$ cat src/rtl/pipeline_hazard_ctrl.sv
// Hazard sequencer for a 5-stage pipeline: derives stage write/bubble/flush controls
// from load-use, taken-branch and memory-wait conditions, plus stall/flush statistics.
module pipeline_hazard_ctrl #(
    parameter int BRANCH_PENALTY = 2,
    parameter int MEM_TIMEOUT    = 64,
    parameter int CNT_W          = 16
) (
    input  logic             clk,
    input  logic             reset,
    input  logic [4:0]       id_rs,
    input  logic [4:0]       id_rt,
    input  logic             id_uses_rt,
    input  logic             ex_mem_read,
    input  logic [4:0]       ex_rt,
    input  logic             ex_branch_taken,
    input  logic             mem_busy,
    output logic             pc_write,
    output logic             ifid_write,
    output logic             ifid_flush,
    output logic             idex_write,
    output logic             idex_bubble,
    output logic             exmem_write,
    output logic             memwb_bubble,
    output logic             mem_timeout,
    output logic [CNT_W-1:0] stall_cycles,
    output logic [CNT_W-1:0] flush_cycles,
    output logic [1:0]       state
);

    typedef enum logic [1:0] {
        RUN      = 2'd0,
        BR_FLUSH = 2'd1,
        MEM_WAIT = 2'd2
    } state_t;

    localparam logic [3:0]       FLUSH_LOAD = 4'(BRANCH_PENALTY - 1);
    localparam logic [15:0]      BUSY_LAST  = 16'(MEM_TIMEOUT - 1);
    localparam logic [CNT_W-1:0] CNT_MAX    = '1;

    state_t      state_q, state_d;
    logic [3:0]  fcnt_q, fcnt_d;
    logic [15:0] busy_cnt;
    logic        load_use;

    assign load_use = ex_mem_read && (ex_rt != 5'd0) &&
                      ((ex_rt == id_rs) || (id_uses_rt && (ex_rt == id_rt)));

    assign state = state_q;

    always_comb begin
        pc_write     = 1'b1;
        ifid_write   = 1'b1;
        ifid_flush   = 1'b0;
        idex_write   = 1'b1;
        idex_bubble  = 1'b0;
        exmem_write  = 1'b1;
        memwb_bubble = 1'b0;
        state_d      = state_q;
        fcnt_d       = fcnt_q;
        if (reset) begin
            state_d = RUN;
            fcnt_d  = 4'd0;
        end else if (mem_busy) begin
            // Freeze the whole pipe; a pending branch flush just pauses.
            pc_write     = 1'b0;
            ifid_write   = 1'b0;
            idex_write   = 1'b0;
            exmem_write  = 1'b0;
            memwb_bubble = 1'b1;
            state_d      = (state_q == BR_FLUSH) ? BR_FLUSH : MEM_WAIT;
        end else if (state_q == BR_FLUSH) begin
            ifid_flush = 1'b1;
            fcnt_d     = fcnt_q - 4'd1;
            state_d    = (fcnt_q == 4'd1) ? RUN : BR_FLUSH;
        end else begin
            state_d = RUN;
            if (ex_branch_taken) begin
                ifid_flush  = 1'b1;
                idex_bubble = 1'b1;
                if (BRANCH_PENALTY > 1) begin
                    state_d = BR_FLUSH;
                    fcnt_d  = FLUSH_LOAD;
                end
            end else if (load_use) begin
                pc_write    = 1'b0;
                ifid_write  = 1'b0;
                idex_bubble = 1'b1;
            end
        end
    end

    always_ff @(posedge clk) begin
        if (reset) begin
            state_q      <= RUN;
            fcnt_q       <= 4'd0;
            busy_cnt     <= 16'd0;
            mem_timeout  <= 1'b0;
            stall_cycles <= '0;
            flush_cycles <= '0;
        end else begin
            state_q <= state_d;
            fcnt_q  <= fcnt_d;
            if (mem_busy) begin
                // Hold at the threshold so long waits cannot wrap the counter.
                if (busy_cnt != BUSY_LAST)
                    busy_cnt <= busy_cnt + 16'd1;
                if (busy_cnt == BUSY_LAST)
                    mem_timeout <= 1'b1;
            end else begin
                busy_cnt <= 16'd0;
            end
            if (!pc_write && stall_cycles != CNT_MAX)
                stall_cycles <= stall_cycles + 1'b1;
            if (ifid_flush && flush_cycles != CNT_MAX)
                flush_cycles <= flush_cycles + 1'b1;
        end
    end

endmodule

$ cat config.mk
export PLATFORM = sky130hd
export DESIGN_NAME = pipeline_hazard_ctrl
export DESIGN_NICKNAME = d
export VERILOG_FILES = /design/src/rtl/pipeline_hazard_ctrl.sv
export SDC_FILE = /design/constraint.sdc
export NUM_CORES = 1
export LEC_CHECK = 0
export ABC_AREA = 1
export CAP_MARGIN = 20
export CORE_ASPECT_RATIO = 0.75
export CORE_UTILIZATION = 45
export CTS_CLUSTER_SIZE = 28
export DETAILED_ROUTE_END_ITERATION = 10
export PLACE_DENSITY_LB_ADDON = 0.12
export SLEW_MARGIN = 20
export SYNTH_ARGS = -nofsm -noshare
export SYNTH_HDL_FRONTEND = slang
export SYNTH_SLANG_ARGS = --single-unit
$ cat constraint.sdc
create_clock -name clk -period 1.9 [get_ports clk]
set_input_delay 0.475 -clock clk [delete_from_list [all_inputs] [get_ports clk]]
set_output_delay 0.475 -clock clk [all_outputs]
set_load 0.01 [all_outputs]
; Word level (Yosys, flattened, before mapping)
; Index checks and enable logic that the tools add are counted.
[totals]
inputBits = 21
output_inout_bits = 42
register_bits = 55
elab_cells = 56
[op_classes]
muxes = 25
bitwise = 1
n_eq_ne = 8
addsub = 4
reduce_logical = 12
[op_table]
columns = operator, n
row1 = 16-bit by 1-bit adder with 16-bit output (second input constant), 3
row2 = 16-bit != test (second input constant), 2
row3 = 1-bit 2-to-1 mux, 21
row4 = 16-bit by 6-bit == test with 1-bit output (second input constant), 1
row5 = 16-bit by 6-bit != test with 1-bit output (second input constant), 1
row6 = 5-bit == test, 2
row7 = 4-bit 2-to-1 mux, 2
row8 = 1-bit logical AND, 5
row9 = 5-bit nonzero test, 1
row10 = 4-bit by 1-bit == test with 1-bit output (second input constant), 1
row11 = 2-bit 2-to-1 mux, 2
row12 = 2-bit AND reduction, 2
row13 = 4-bit by 1-bit subtractor with 4-bit output (second input constant), 1
row14 = 2-bit by 1-bit == test with 1-bit output (second input constant), 1
row15 = 2-bit nonzero test, 1
row16 = 2-bit OR reduction, 1
row17 = 1-bit logical NOT, 1
row18 = 1-bit logical OR, 1
row19 = 1-bit inverter, 1

; Logic depth before layout (Yosys ltp)
; Gate-level depths: netlist (run 1).
[depth]
word_depth = 11
depth_mapped = 12
depth_no_buf = 12

; Worst setup path before layout (run 1)
; OpenSTA, ideal clock, no wires.
[synth_path]
path_kind = input to output
startpoint = input port ex_rt[3]
endpoint = output port pc_write
n_path_buf = 2
slack_ps = -77
stages = 11
arrival_time_ps = 1502
required_time_ps = 1425
path_cell_list = inv_1 nand2_1 nand2_1 nor2_1 nand3_1 nand2_1 nand2_1 nand2_2 buf_2 nand2_1 buf_4
[synth_between]
elab_chain_len = 9
word_cells_on_any_way = 12
cone_classes = 2 x eq/ne / 5 x mux / 5 x reduce/logical
[synth_lines]
columns = item, line
row1 = start: declaration, 14  ; input logic [4:0] ex_rt,
row2 = 5-bit == test, 46  ; ((ex_rt == id_rs) || (id_uses_rt && (ex_rt == id_rt)));
row3 = 1-bit logical AND, 46
row4 = 1-bit logical OR, 46
row5 = 1-bit logical AND (*), 45  ; assign load_use = ex_mem_read && (ex_rt != 5'd0) &&
row6 = 1-bit 2-to-1 mux (*) (5 in series), -
row7 = end: declaration, 17  ; output logic pc_write,
; Mark *: on every way between the ends. The rest lies on a longest branch, timed or not.

; Worst setup path after layout (run 1)
[layout_path]
startpoint = register stall_cycles[2]
endpoint = output port stall_cycles[2]
[layout_rtl]
columns = item, line
row1 = start: declaration, 25  ; output logic [CNT_W-1:0] stall_cycles,
row2 = start signal: assignment, 113  ; stall_cycles <= stall_cycles + 1'b1;
; No word-level cell between the ends.

==> results.md, run 1 <==
* R2R depth at 13
* Data required, critical path at between 1000 and 1500 ps
* DRT iter0 DRCs at 111
* Reg2reg start: state[0]
* DRC at 0
* Run status: finished, final reports clean
* RePlAce Congestion at 0.906
* Critical path buffers and inverters at 1
* Critical Path AT at 1380 ps
* Max Slew Vio Count at 0
* Synth area leaders: dfxtp_1 34%, nand2_1 14%, nor2_1 7.2%
* Row cnt at 26
* Setup crit end kind: output port
* TritonCTS clock tree: yes
* Die W at approximately 99 um
* Clock H-tree levels at 2
* DP Wirelength at 5.76 mm
* Final #Nets at 593
* Final std cells w/o fill at ~650
* Top_reg_cell synth: dfxtp_1
* CTS Sinks at 55
* Worst hold path cell count at 1
* Asr flop ratio synth at 0%
* Crit Path Class: reg2out
* Sequential-to-total area share from yosys stat at 34.4%
* Worst slew margin at about two thirds
* CP Launch Type: flop
* Final Critical Period at 1850 ps
* Most common cell after layout, fill and taps aside: nand2_1
* Total negative setup slack at 0 ps
* Core area at 6830 sq um
* Initial Util at 46.9%
* RSZ-0062 raised after global routing: true
* Max_cap viols at 0
* Share of layout cells above drive strength 1 at between 20% and 30%
* Initial DRT Pass Iterations at 4
* Total chip power at approximately 2.1 mW
* Max stage delay on crit path at 590 ps
* CTS root buf: clkbuf_8
* GRT Total Usage at 21.7%
* Leading area contributor after synthesis: dfxtp_1
* First-pass GRT wire length at 13.3 mm
* Clock skew at 6.18 ps
* I/O pin total at 63
* Cells after Synth at between 400 and 500
* Cell variety after synth at 33
* Placed Cells at 642
* Ys Warns at 0
* CTS Buffer Depth at 2
* Top Family by Delay on Critical Path: buffers and inverters
* Final setup vio count at 0
* Final hold vios at 0
* Crit-path slowest cell: clkdlybuf4s50_1
* EDFF count, synth at 0
* Antenna cells at 0
* Number of port buffers at 62
* Post-synthesis net count at 502
* Via density at ~5.1
* Area grow syn2layout at 32.7%
* Cell area after placement at 4100 sq um
* PwrDens at ~490 nW/um^2
* Final Util at a little over 60%
* Final period util at 97.4%
* Cell area after synthesis at roughly 3200 sq um
* Antenna violations before repair at 0
* Fmax at 540 MHz
* Worst path cell trace: clkdlybuf4s50_1
* Worst skew pair latency at 300 ps
* DR vias at 3296
* Final Cell Area at between 4000 and 5000 sq um
* Worst Hold Path EP: flush_cycles[0]
* Pin count of the biggest net entering global routing at 23
* R2r endpoint: flush_cycles[9]
* Synth top area share at 34.4%
* Vias in the first global route at between 3000 and 4000
* Synth Register Bits at 55
* Cts bufs inserted at 5
* Final WL at 7.80 mm
* Total die area at between 7000 and 8000 sq um
* Measured slew at the worst slew-check pin at 507 ps
* Leak at 1.72 nW
* Gr ovfl total at 0
* HP Class: reg2reg
* R2r setup slk at 160 ps
* Peak VDD IR at 294 uV
* Die H at 75.1 um
* Mean Syn Cell Area at 6.73 sq um
* Worst-path maximum fanout at 7
* Hold Path Origin: flush_cycles[0]
* Drt wl/cell at 12.0 um
* # fillers at around 640
* Most frequent cells in the layout: 103 x nand2_1, 58 x nor2_1, 51 x inv_1, 51 x dfxtp_1, 35 x clkdlybuf4s50_1
* DRT antenna net count at 0
* Reg clk slew, reported paths at 90 ps
==> stage by stage <==
stage	hold slack [ps]	worst slack, ps
floorplan	423	-41.4
global placement	441	-723
detailed placement	454	-764
CTS	479	3.77
global route	504	-24.1
finish	471	48.6
==> cell type report <==
| cell class | count | area, sq um | share of cell area (%) |
|---|---|---|---|
| Tap cell | 84 | 105 | 2.47 |
| Timing Repair Buffer | 96 | 862 | 20.3 |
| Sequential cell | 55 | 1110 | 26.0 |
| Inverter | 63 | 244 | 5.74 |
| Clock buffer | 7 | 76.3 | 1.80 |
| Clock inverter | 1 | 5.00 | 0.118 |
| Multi-Input combinational cell | 346 | 1850 | 43.5 |
==> cells by family (layout without fill, tap and decap cells) <==
| kind of cell | after synthesis | in the layout | share of synthesized area [%] |
|---|---|---|---|
| flip-flops | 55 | 55 | 34.4 |
| XOR/XNOR | 20 | 20 | 5.47 |
| AND/OR/NAND/NOR | 266 | 266 | 38.6 |
| buffers and inverters | 75 | 167 | 9.69 |
| adder cells (fa/ha/maj) | 5 | 5 | 1.95 |
| AO/OA/AOI/OAI | 55 | 55 | 9.93 |
==> cell usage after synthesis (3+ instances only) <==
master    instances
a21oi_2           9
nor3_1           18
o21ai_1           3
nand2_2           3
nand2_1         116
inv_2             3
clkbuf_1          3
nor2_1           61
dfxtp_1          55
nand3_1          25
o21ai_0          16
a31oi_1           4
ha_1              5
nor2_4            3
xor2_1           15
buf_2             5
a21oi_1          22
nand4_1          29
xnor2_1           5
inv_1            60
==> state kept, by name (all words and copies together), names as in the netlist <==
name,flops
busy_cnt,16
flush_cycles,16
stall_cycles,16
fcnt_q,4
state,2
mem_timeout,1
==> metal layers <==
layer  global-route usage (%)  vias to the layer above  part of all wire [%]
met5                        0                        -                     0
met4                     3.92                        0                  0.49
met3                     3.34                        4                   4.6
met2                     36.4                       66                    45
met1                     30.2                     1496                    50
li1                         -                     1730                     -
==> power by group <==
group | total (mW) | internal [mW] | switching [mW]
registers | 1.18 | 1.17 | 0.0117
clock network | 0.629 | 0.260 | 0.369
logic | 0.294 | 0.137 | 0.157
total | 2.10 | 1.56 | 0.538
==> what timing repair did <==
action                                  4_1_cts  5_1_grt
hold buffers                                  0        0
resized for setup                            82       53
buffers inserted                              1        1
endpoints found under the setup margin       33       15
pin swaps                                    26       28
==> worst max path at each step <==
stage                          from         endpoint  slack [ps]  depth (start not counted)
finish              stall_cycles[2]  stall_cycles[2]          50                          1
floorplan           ex_branch_taken         pc_write         -40                          8
global placement           ex_rt[1]       ifid_write        -720                          9
global route               state[0]       ifid_flush         -20                          7
CTS                        id_rt[2]       ifid_write           4                         11
detailed placement         ex_rt[2]      idex_bubble        -760                         10
(Power assumes the default switching activity.)
==> run 2, diff against run 1 <==
--- a/config.mk
+++ b/config.mk
@@ -8,7 +8,7 @@
 export ABC_AREA = 1
 export CAP_MARGIN = 20
 export CORE_ASPECT_RATIO = 0.75
-export CORE_UTILIZATION = 45
+export CORE_UTILIZATION = 41
 export CTS_CLUSTER_SIZE = 28
 export DETAILED_ROUTE_END_ITERATION = 10
 export PLACE_DENSITY_LB_ADDON = 0.12
==> results.md, run 2 (synthesized netlist as in run 1, its figures left out) <==
* Final Critical Period at 1840 ps
* PwrDens at approximately 530 nW/um^2
* Cts bufs inserted at 5
* Antenna cells at 0
* Worst path cell trace: clkdlybuf4s50_1
* Area grow syn2layout at 32.8%
* Die W at approximately 100 um
* Max Slew Vio Count at 0
* Clock skew at 7.64 ps
* Setup WS pre-CTS at -747 ps
* Initial DRT Pass Iterations at 4
* Max stage delay on crit path at about 600 ps
* Final setup vio count at 0
* Total die area at ~8200 sq um
* Most frequent cells in the layout: 110 x nand2_1, 59 x nor2_1, 52 x inv_1
* DP Wirelength at around 5.8 mm
* Core area at 7470 sq um
* CTS Buffer Depth at 2
* Fmax at 545 MHz
* Hold_buf cts at 0
* Gr ovfl total at 0
* Die H at 78.5 um
* Most common cell after layout, fill and taps aside: nand2_1
* Vias in the first global route at between 3000 and 4000
* I/O pin total at 63
* DRT antenna net count at 0
* DRC at 0
* Share of layout cells above drive strength 1 at 20.1%
* RSZ-0062 raised after global routing: false
* Worst-path maximum fanout at 5
* CTS root buf: clkbuf_8
* DRT iter0 DRCs at 120
* CP Launch Type: flop
* Peak VDD IR at 277 uV
* Crit-path slowest cell: clkdlybuf4s50_1
* Reg clk slew, reported paths at 100 ps
* Max_cap viols at 0
* Number of port buffers at 62
* Final period util at 96.6%
* Top Family by Delay on Critical Path: buffers and inverters
* Clock H-tree levels at 2
* Drt wl/cell at 11.5 um
* Measured slew at the worst slew-check pin at 475 ps
* RePlAce Congestion at 0.878
* First-pass GRT wire length at around 14 mm
* Worst slew margin at 68.1%
* Crit Path Class: reg2out
* GRT Total Usage at 19.8%
* TritonCTS clock tree: yes
* Initial Util at 42.9%
* Leak at 1.73 nW
* Hold WS at 467 ps
* Final Util at 57.0%
* CTS Sinks at between 50 and 60
* HP Class: reg2reg
* Pin count of the biggest net entering global routing at 19
* Critical path buffers and inverters at 1
* Via density at between 4 and 5
* Final #Nets at 598
* Setup crit end kind: output port
* Antenna violations before repair at 0
* Largest regs: busy_cnt: 16 flops, flush_cycles: 16 flops, stall_cycles: 16 flops
* Worst skew pair latency at slightly above 300 ps
* Critical Path AT at 1360 ps
* Row cnt at 27
* Total chip power at 2.24 mW
* DR vias at 3283
* Run status: finished, final reports clean
* Final WS setup at ~64 ps
* Data required, critical path at around 1400 ps
* Final hold vios at 0
* Final WL at 7.71 mm
## run 2: cell types whose count changed in the layout (fill, tap and decap cells not counted), moves of 3 or more
| cell | previous run | this run |
|---|---|---|
| buf_4 | 31 | 38 |
| nand2_2 | 15 | 7 |
| buf_2 | 4 | 10 |
| dlygate4sd2_1 | 7 | 3 |
| clkbuf_2 | 3 | 6 |
| buf_6 | 14 | 5 |
| nand2_1 | 103 | 110 |
## run 2: power breakdown
part | switching (mW) | internal [mW]
logic | 0.155 | 0.129
registers | 0.0114 | 1.17
clock network | 0.395 | 0.386
total | 0.561 | 1.68
## run 2: cell type report
| cell class | instances | area, sq um |
|---|---|---|
| well taps | 101 | 126 |
| flip-flops and latches | 55 | 1110 |
| clock inverters | 2 | 37.5 |
| inverters | 63 | 241 |
| multi-input cells | 346 | 1830 |
| fillers | 742 | 3210 |
| clock buffers | 5 | 68.8 |
| repair buffers | 101 | 843 |
## run 2: timing repair
item                       in CTS  in global routing
pin swaps                      22                 11
buffers inserted                1                  1
setup endpoints to repair      22                 33
cloned                          0                  0
resized for setup              90                 26
## run 2: through the flow
step,cell area [sq um],TNS [ps],std cells
after detailed placement,4160,-14520,664
after CTS,4240,0,672
after floorplan,3210,-41.4,476
final,4250,0,673
after global routing,4250,0,673
after global placement,4160,-13880,664
## run 2: metal layers
| layer | vias to the layer above | global-route usage [%] | share of wire (%) |
|---|---|---|---|
| met5 | - | 0 | 0 |
| met4 | 0 | 4.71 | 0.75 |
| met3 | 6 | 3.16 | 3.8 |
| met2 | 56 | 33.6 | 44 |
| met1 | 1474 | 26.4 | 51 |
| li1 | 1747 | - | - |
## run 2: worst paths after layout
kind                                        end  cells after the start             from  slack [ps]
worst min register to register        fcnt_q[1]                      2        fcnt_q[1]         470
worst max register to register  flush_cycles[2]                     12         state[0]         180
worst max-delay path            stall_cycles[3]                      1  stall_cycles[3]          60
worst min-delay path                  fcnt_q[1]                      2        fcnt_q[1]         470
==> edit 1: new RTL, config.mk and constraints of run 1 <==
The parameter `CNT_W` goes from 16 to 32.
--- a/src/rtl/pipeline_hazard_ctrl.sv
+++ b/src/rtl/pipeline_hazard_ctrl.sv
@@ -3,7 +3,7 @@
 module pipeline_hazard_ctrl #(
     parameter int BRANCH_PENALTY = 2,
     parameter int MEM_TIMEOUT    = 64,
-    parameter int CNT_W          = 16
+    parameter int CNT_W          = 32
 ) (
     input  logic             clk,
     input  logic             reset,
Interface: changed (resized flush_cycles and stall_cycles); port bits go from 63 to 95. No check against the original RTL was run, so the function may have changed too.
==> edit 1 against run 1 <==
Die area grew 63%; maximum frequency shrank 1.9%; area after synthesis grew 64%; cell count grew 72%; first-iteration DRC count grew to 5.0 times the old value; power grew 110%; wire length grew 110%; setup slack lost 0.036 ns; sequential share of layout area shrank 1.5 points; utilization grew 2.3 points; combinational power grew 32%; design area grew 69%; sequential cell count grew 32.
==> edit 1: results <==
{
  "synth_seq_cells": 87,
  "ant_nets": 0,
  "clk_latency_ns": 0.35,
  "synth.area.top_cells": "dfxtp_1, nand2_1, nor2_1",
  "crit_end": "pc_write",
  "grt_pass1_wl_um": 26000,
  "initialDrtViolationCount": 557,
  "slowest_stage": "clkdlybuf4s15_1",
  "crit_fanout": 3,
  "syn_nets": 864,
  "syn_area_per_cell_um2": 6.28,
  "tightest_slew_ns": 0.488,
  "groute.usage.overall": 0.270,
  "first_global_vias": 5311,
  "dp_hpwl_um": 11800,
  "rr_worst_depth": 10,
  "peakVddDrop_uv": 531,
  "worstSetupStartpoint": "ex_branch_taken",
  "cts.clk_slew.worst_paths_ns": 0.06,
  "leakage_nw": 2.68,
  "clockRootBuffer": "clkbuf_16",
  "nets": 1003,
  "outcome": "finished, final reports clean",
  "hold_depth": 2,
  "synthTopCellsByCount": "nand2_1, nor2_1, dfxtp_1",
  "viasPerCell": 5.44,
  "fillers": 988,
  "reg_top3": "flush_cycles (32), stall_cycles (32), busy_cnt (16)",
  "synth_cell_types": 34,
  "cts-htree-levels": 3,
  "grt_max_degree": 40,
  "drive_above_1_share": 0.166,
  "cpPeakStageDelay_ns": 0.25,
  "power.switching_mw": 1.03,
  "reg2reg_from": "stall_cycles[1]",
  "wire_per_inst_um": 14.6,
  "hold_start": "mem_timeout",
  "portBuffers": 94,
  "pwr-share-comb": 0.090,
  "rr_endpoint": "stall_cycles[3]",
  "gp_congestion": 0.989,
  "firstDrtPassIters": 5,
  "skew_ns": 0.00594,
  "worstPathArrival_ns": 1.41,
  "ys_seq_area_frac": 0.331,
  "r2r_slack_ns": 0.09,
  "dp.cells": 1098,
  "post-place-ws_ns": -0.879,
  "antenna_found_initial": 0,
  "vias": 6106,
  "numCtsBuffers": 9,
  "fmax_ghz": 0.530
}
==> edit 1: cell types whose count changed in the layout (fill, tap and decap cells not counted), sizes merged, moves of 10 or more <==
cell	run 1	this run
a21oi	31	65
buf	50	83
clkdlybuf4s50	35	65
dfxtp	55	87
nand2	119	271
nand3	27	37
nand3b	0	15
nand4	29	45
nor2	66	123
==> edit 1: through the flow <==
stage	area [um^2]	setup TNS (ns)	util
floorplan	5280	-0.0534	-
global placement	6660	-30.11	0.597
detailed placement	6660	-35.20	0.597
CTS	7020	-0.0626	0.630
global route	7180	-0.264	0.644
finish	7190	0	0.645
==> edit 1: per-layer routing <==
| metal | global-route usage | vias up | part of all wire |
|---|---|---|---|
| met4 | 0.0704 | 0 | 0.013 |
| met3 | 0.0786 | 20 | 0.10 |
| met1 | 0.382 | 2793 | 0.47 |
| met5 | 0 | - | 0 |
| li1 | - | 3018 | - |
| met2 | 0.399 | 275 | 0.41 |
==> edit 1: what timing repair did <==
| action | 4_1_cts | 5_1_grt |
|---|---|---|
| setup buffers | 7 | 0 |
| hold buffers | 0 | 0 |
| cloned | 0 | 1 |
| gates resized for setup | 120 | 44 |
| hold endpoints to repair | 0 | 0 |
| pin swaps | 27 | 9 |
| setup endpoints to repair | 44 | 79 |
==> edit 1: power by group through the flow <==
stage	combinational, mW	clock [mW]	sequential (mW)
after floorplan	0.174	0	1.89
after global placement	0.341	0	1.89
after detailed placement	0.351	0	1.89
after CTS	0.361	2.10	1.85
after global routing	0.424	2.18	1.85
final	0.388	2.08	1.85
==> edit 1: worst min-delay path, stage by stage (launching register included) <==
cell	delay [ns]
dfxtp_1	0.33
nand2_1	0.05
o21ai_0	0.05
==> edit 1: worst min path at each step <==
stage	to	slack, ns
2_1_floorplan	fcnt_q[3]	0.45
3_3_place_gp	mem_timeout	0.45
3_5_place_dp	mem_timeout	0.45
4_1_cts	mem_timeout	0.47
5_1_grt	mem_timeout	0.50
6_report	mem_timeout	0.47
==> edit 1: area by class of cell <==
type / count / area (um^2) / share of cell area
well taps: 140 / 175 / 0.0244
diodes: 1 / 2.50 / 0.000348
multi-input cells: 653 / 3240 / 0.451
flip-flops and latches: 87 / 1760 / 0.245
clock buffers: 9 / 225 / 0.0313
clock inverters: 7 / 120 / 0.0167
inverters: 70 / 265 / 0.0369
repair buffers: 156 / 1390 / 0.194
==> edit 1: cell families (layout without fill, tap and decap cells) <==
kind of cell,Yosys count,in the layout,synth area share
simple gates,523,523,0.431
buf+inv,98,242,0.0791
compound gates,92,92,0.0922
flops,87,87,0.331
xor+xnor,33,33,0.0549
fa+ha+maj,5,5,0.0119
other cells,0,1,0
==> edit 2: new RTL, settings of run 1 <==
Made on the original files. Put one more register stage on the output `mem_timeout`. The value now appears one clock later. The other outputs are not delayed to match.
--- a/src/rtl/pipeline_hazard_ctrl.sv
+++ b/src/rtl/pipeline_hazard_ctrl.sv
@@ -36,6 +36,8 @@
     localparam logic [3:0]       FLUSH_LOAD = 4'(BRANCH_PENALTY - 1);
     localparam logic [15:0]      BUSY_LAST  = 16'(MEM_TIMEOUT - 1);
     localparam logic [CNT_W-1:0] CNT_MAX    = '1;
+
+    logic mem_timeout_s0;
 
     state_t      state_q, state_d;
     logic [3:0]  fcnt_q, fcnt_d;
@@ -94,7 +96,7 @@
             state_q      <= RUN;
             fcnt_q       <= 4'd0;
             busy_cnt     <= 16'd0;
-            mem_timeout  <= 1'b0;
+            mem_timeout_s0 <= 1'b0;
             stall_cycles <= '0;
             flush_cycles <= '0;
         end else begin
@@ -105,7 +107,7 @@
                 if (busy_cnt != BUSY_LAST)
                     busy_cnt <= busy_cnt + 16'd1;
                 if (busy_cnt == BUSY_LAST)
-                    mem_timeout <= 1'b1;
+                    mem_timeout_s0 <= 1'b1;
             end else begin
                 busy_cnt <= 16'd0;
             end
@@ -116,5 +118,9 @@
         end
     end
 
+    always_ff @(posedge clk) begin
+        mem_timeout <= mem_timeout_s0;
+    end
+
 endmodule
 
Formal check against the unedited RTL: same outputs for any inputs over 10 cycles, from zero or initial values and one cycle with reset high; that may be too few to reach the edited logic, so the function may still have changed.
==> edit 2 against run 1 <==
The run now ends with negative setup slack left; setup slack worse by 0.065 ns; count of clock-buffer cells in the layout did not move; design area rose by 3.5%; combinational power up 9.2%; die area is 0.57% higher; sequential cell count up 1; power rose by 5.6%; utilization is 1.9 points higher; area after synthesis rose by 0.59%; wire length rose by 5.6%; maximum frequency decreased by 3.4%; critical path type is now primary input to primary output; critical endpoint is now idex_bubble; largest cell class unchanged.
==> edit 2: results <==
{
  "cts-htree-levels": 2,
  "peakVddDrop_uv": 359,
  "path_delay_family": "simple AND/OR/NAND/NOR gates",
  "initialDrtViolationCount": 209,
  "grt_max_degree": 25,
  "dp_hpwl_um": 5960,
  "met1_usage": 0.316,
  "wirelength_um": 8230,
  "synth-compound-area-share": 0.0991,
  "met2_usage": 0.355,
  "tns_ns": -0.0238,
  "gp_congestion": 0.897,
  "gr-usage-met3": 0.0399,
  "firstDrtPassIters": 5,
  "placed_area_um2": 4200,
  "wl_met2_um": 3560,
  "crit_fanout": 2,
  "synth_cell_types": 33,
  "ys_seq_area_frac": 0.348,
  "timing.final.ws_setup_ns": -0.0160,
  "hold_depth": 0,
  "post-place-ws_ns": -0.805,
  "nets": 604,
  "leakage_nw": 1.73,
  "tightest_slew_ns": 0.417,
  "first_global_vias": 2985,
  "fillers": 628,
  "finalSetupViolCount": 3,
  "syn_nets": 501,
  "slowest_stage": "buf_2",
  "cpPeakStageDelay_ns": 0.18,
  "reg_top3": "busy_cnt (16), flush_cycles (16), stall_cycles (16)",
  "wl_met3_um": 553,
  "drt-met1-wl_um": 4030,
  "vias": 3377,
  "violations": "negative setup slack",
  "synth_xor_area_frac": 0.0544,
  "worstPathArrival_ns": 1.44,
  "synthTopCellsByCount": "nand2_1, inv_1, dfxtp_1",
  "outcome": "finished with violations",
  "rr_worst_depth": 9,
  "synth-adder-area-share": 0.0194,
  "groute.usage.overall": 0.223,
  "skew_ns": 0.0111,
  "synth.area.top_cells": "dfxtp_1, nand2_1, inv_1",
  "drive_above_1_share": 0.231,
  "grt_pass1_wl_um": 13400
}
-- edit 2: changes by cell type in the layout (fill, tap and decap cells not counted), sizes merged, moves of 4 or more --
cell          run 1  this run
buf              50        66
nand2           119       124
nand3            27        33
nand4            29        25
nor2             66        57
nor3             20        14
-- edit 2: worst paths after layout --
| kind | start | endpoint | slack (ns) |
|---|---|---|---|
| setup / recovery | id_rs[0] | idex_bubble | -0.02 |
| hold / removal | mem_timeout_s0 | mem_timeout | 0.36 |
| setup reg to reg | stall_cycles[1] | stall_cycles[13] | 0.14 |
| hold reg to reg | mem_timeout_s0 | mem_timeout | 0.36 |
-- edit 2: where the power goes --
part           internal (mW)  total (mW)  switching [mW]
logic                  0.153       0.321           0.168
clock network          0.298       0.698           0.400
registers               1.19        1.20          0.0121
-- edit 2: timing repair --
item,in CTS,in global routing
pin swaps,27,19
setup buffers,4,3
resized for setup,110,28
gates cloned,0,1
setup endpoints to repair,23,24
endpoints found under the hold margin,0,0
-- edit 2: final cells by class --
cell class / count / share of cell area
clock inverters: 1 / 0.00171
well taps: 98 / 0.0279
inverters: 62 / 0.0549
repair buffers: 108 / 0.214
clock buffers: 7 / 0.0196
multi-input cells: 345 / 0.426
flip-flops and latches: 56 / 0.256
-- edit 2: through the flow --
stage                     cells  hold WS (ns)  utilization
after global placement      661         0.346        0.612
after detailed placement    661         0.358        0.612
after CTS                   673         0.359        0.625
after global routing        677         0.372        0.640
final                       677         0.361        0.640
after floorplan             475         0.331            -
-- edit 2: worst reg2reg max path: stages, from the launching register on --
cell     delay [ns]
dfxtp_1        0.35
ha_2           0.22
nand2_2        0.09
nor3b_4        0.24
nand2_2        0.09
nor2_2         0.10
nand2_2        0.16
buf_4          0.23
nand4_1        0.12
a21oi_2        0.07
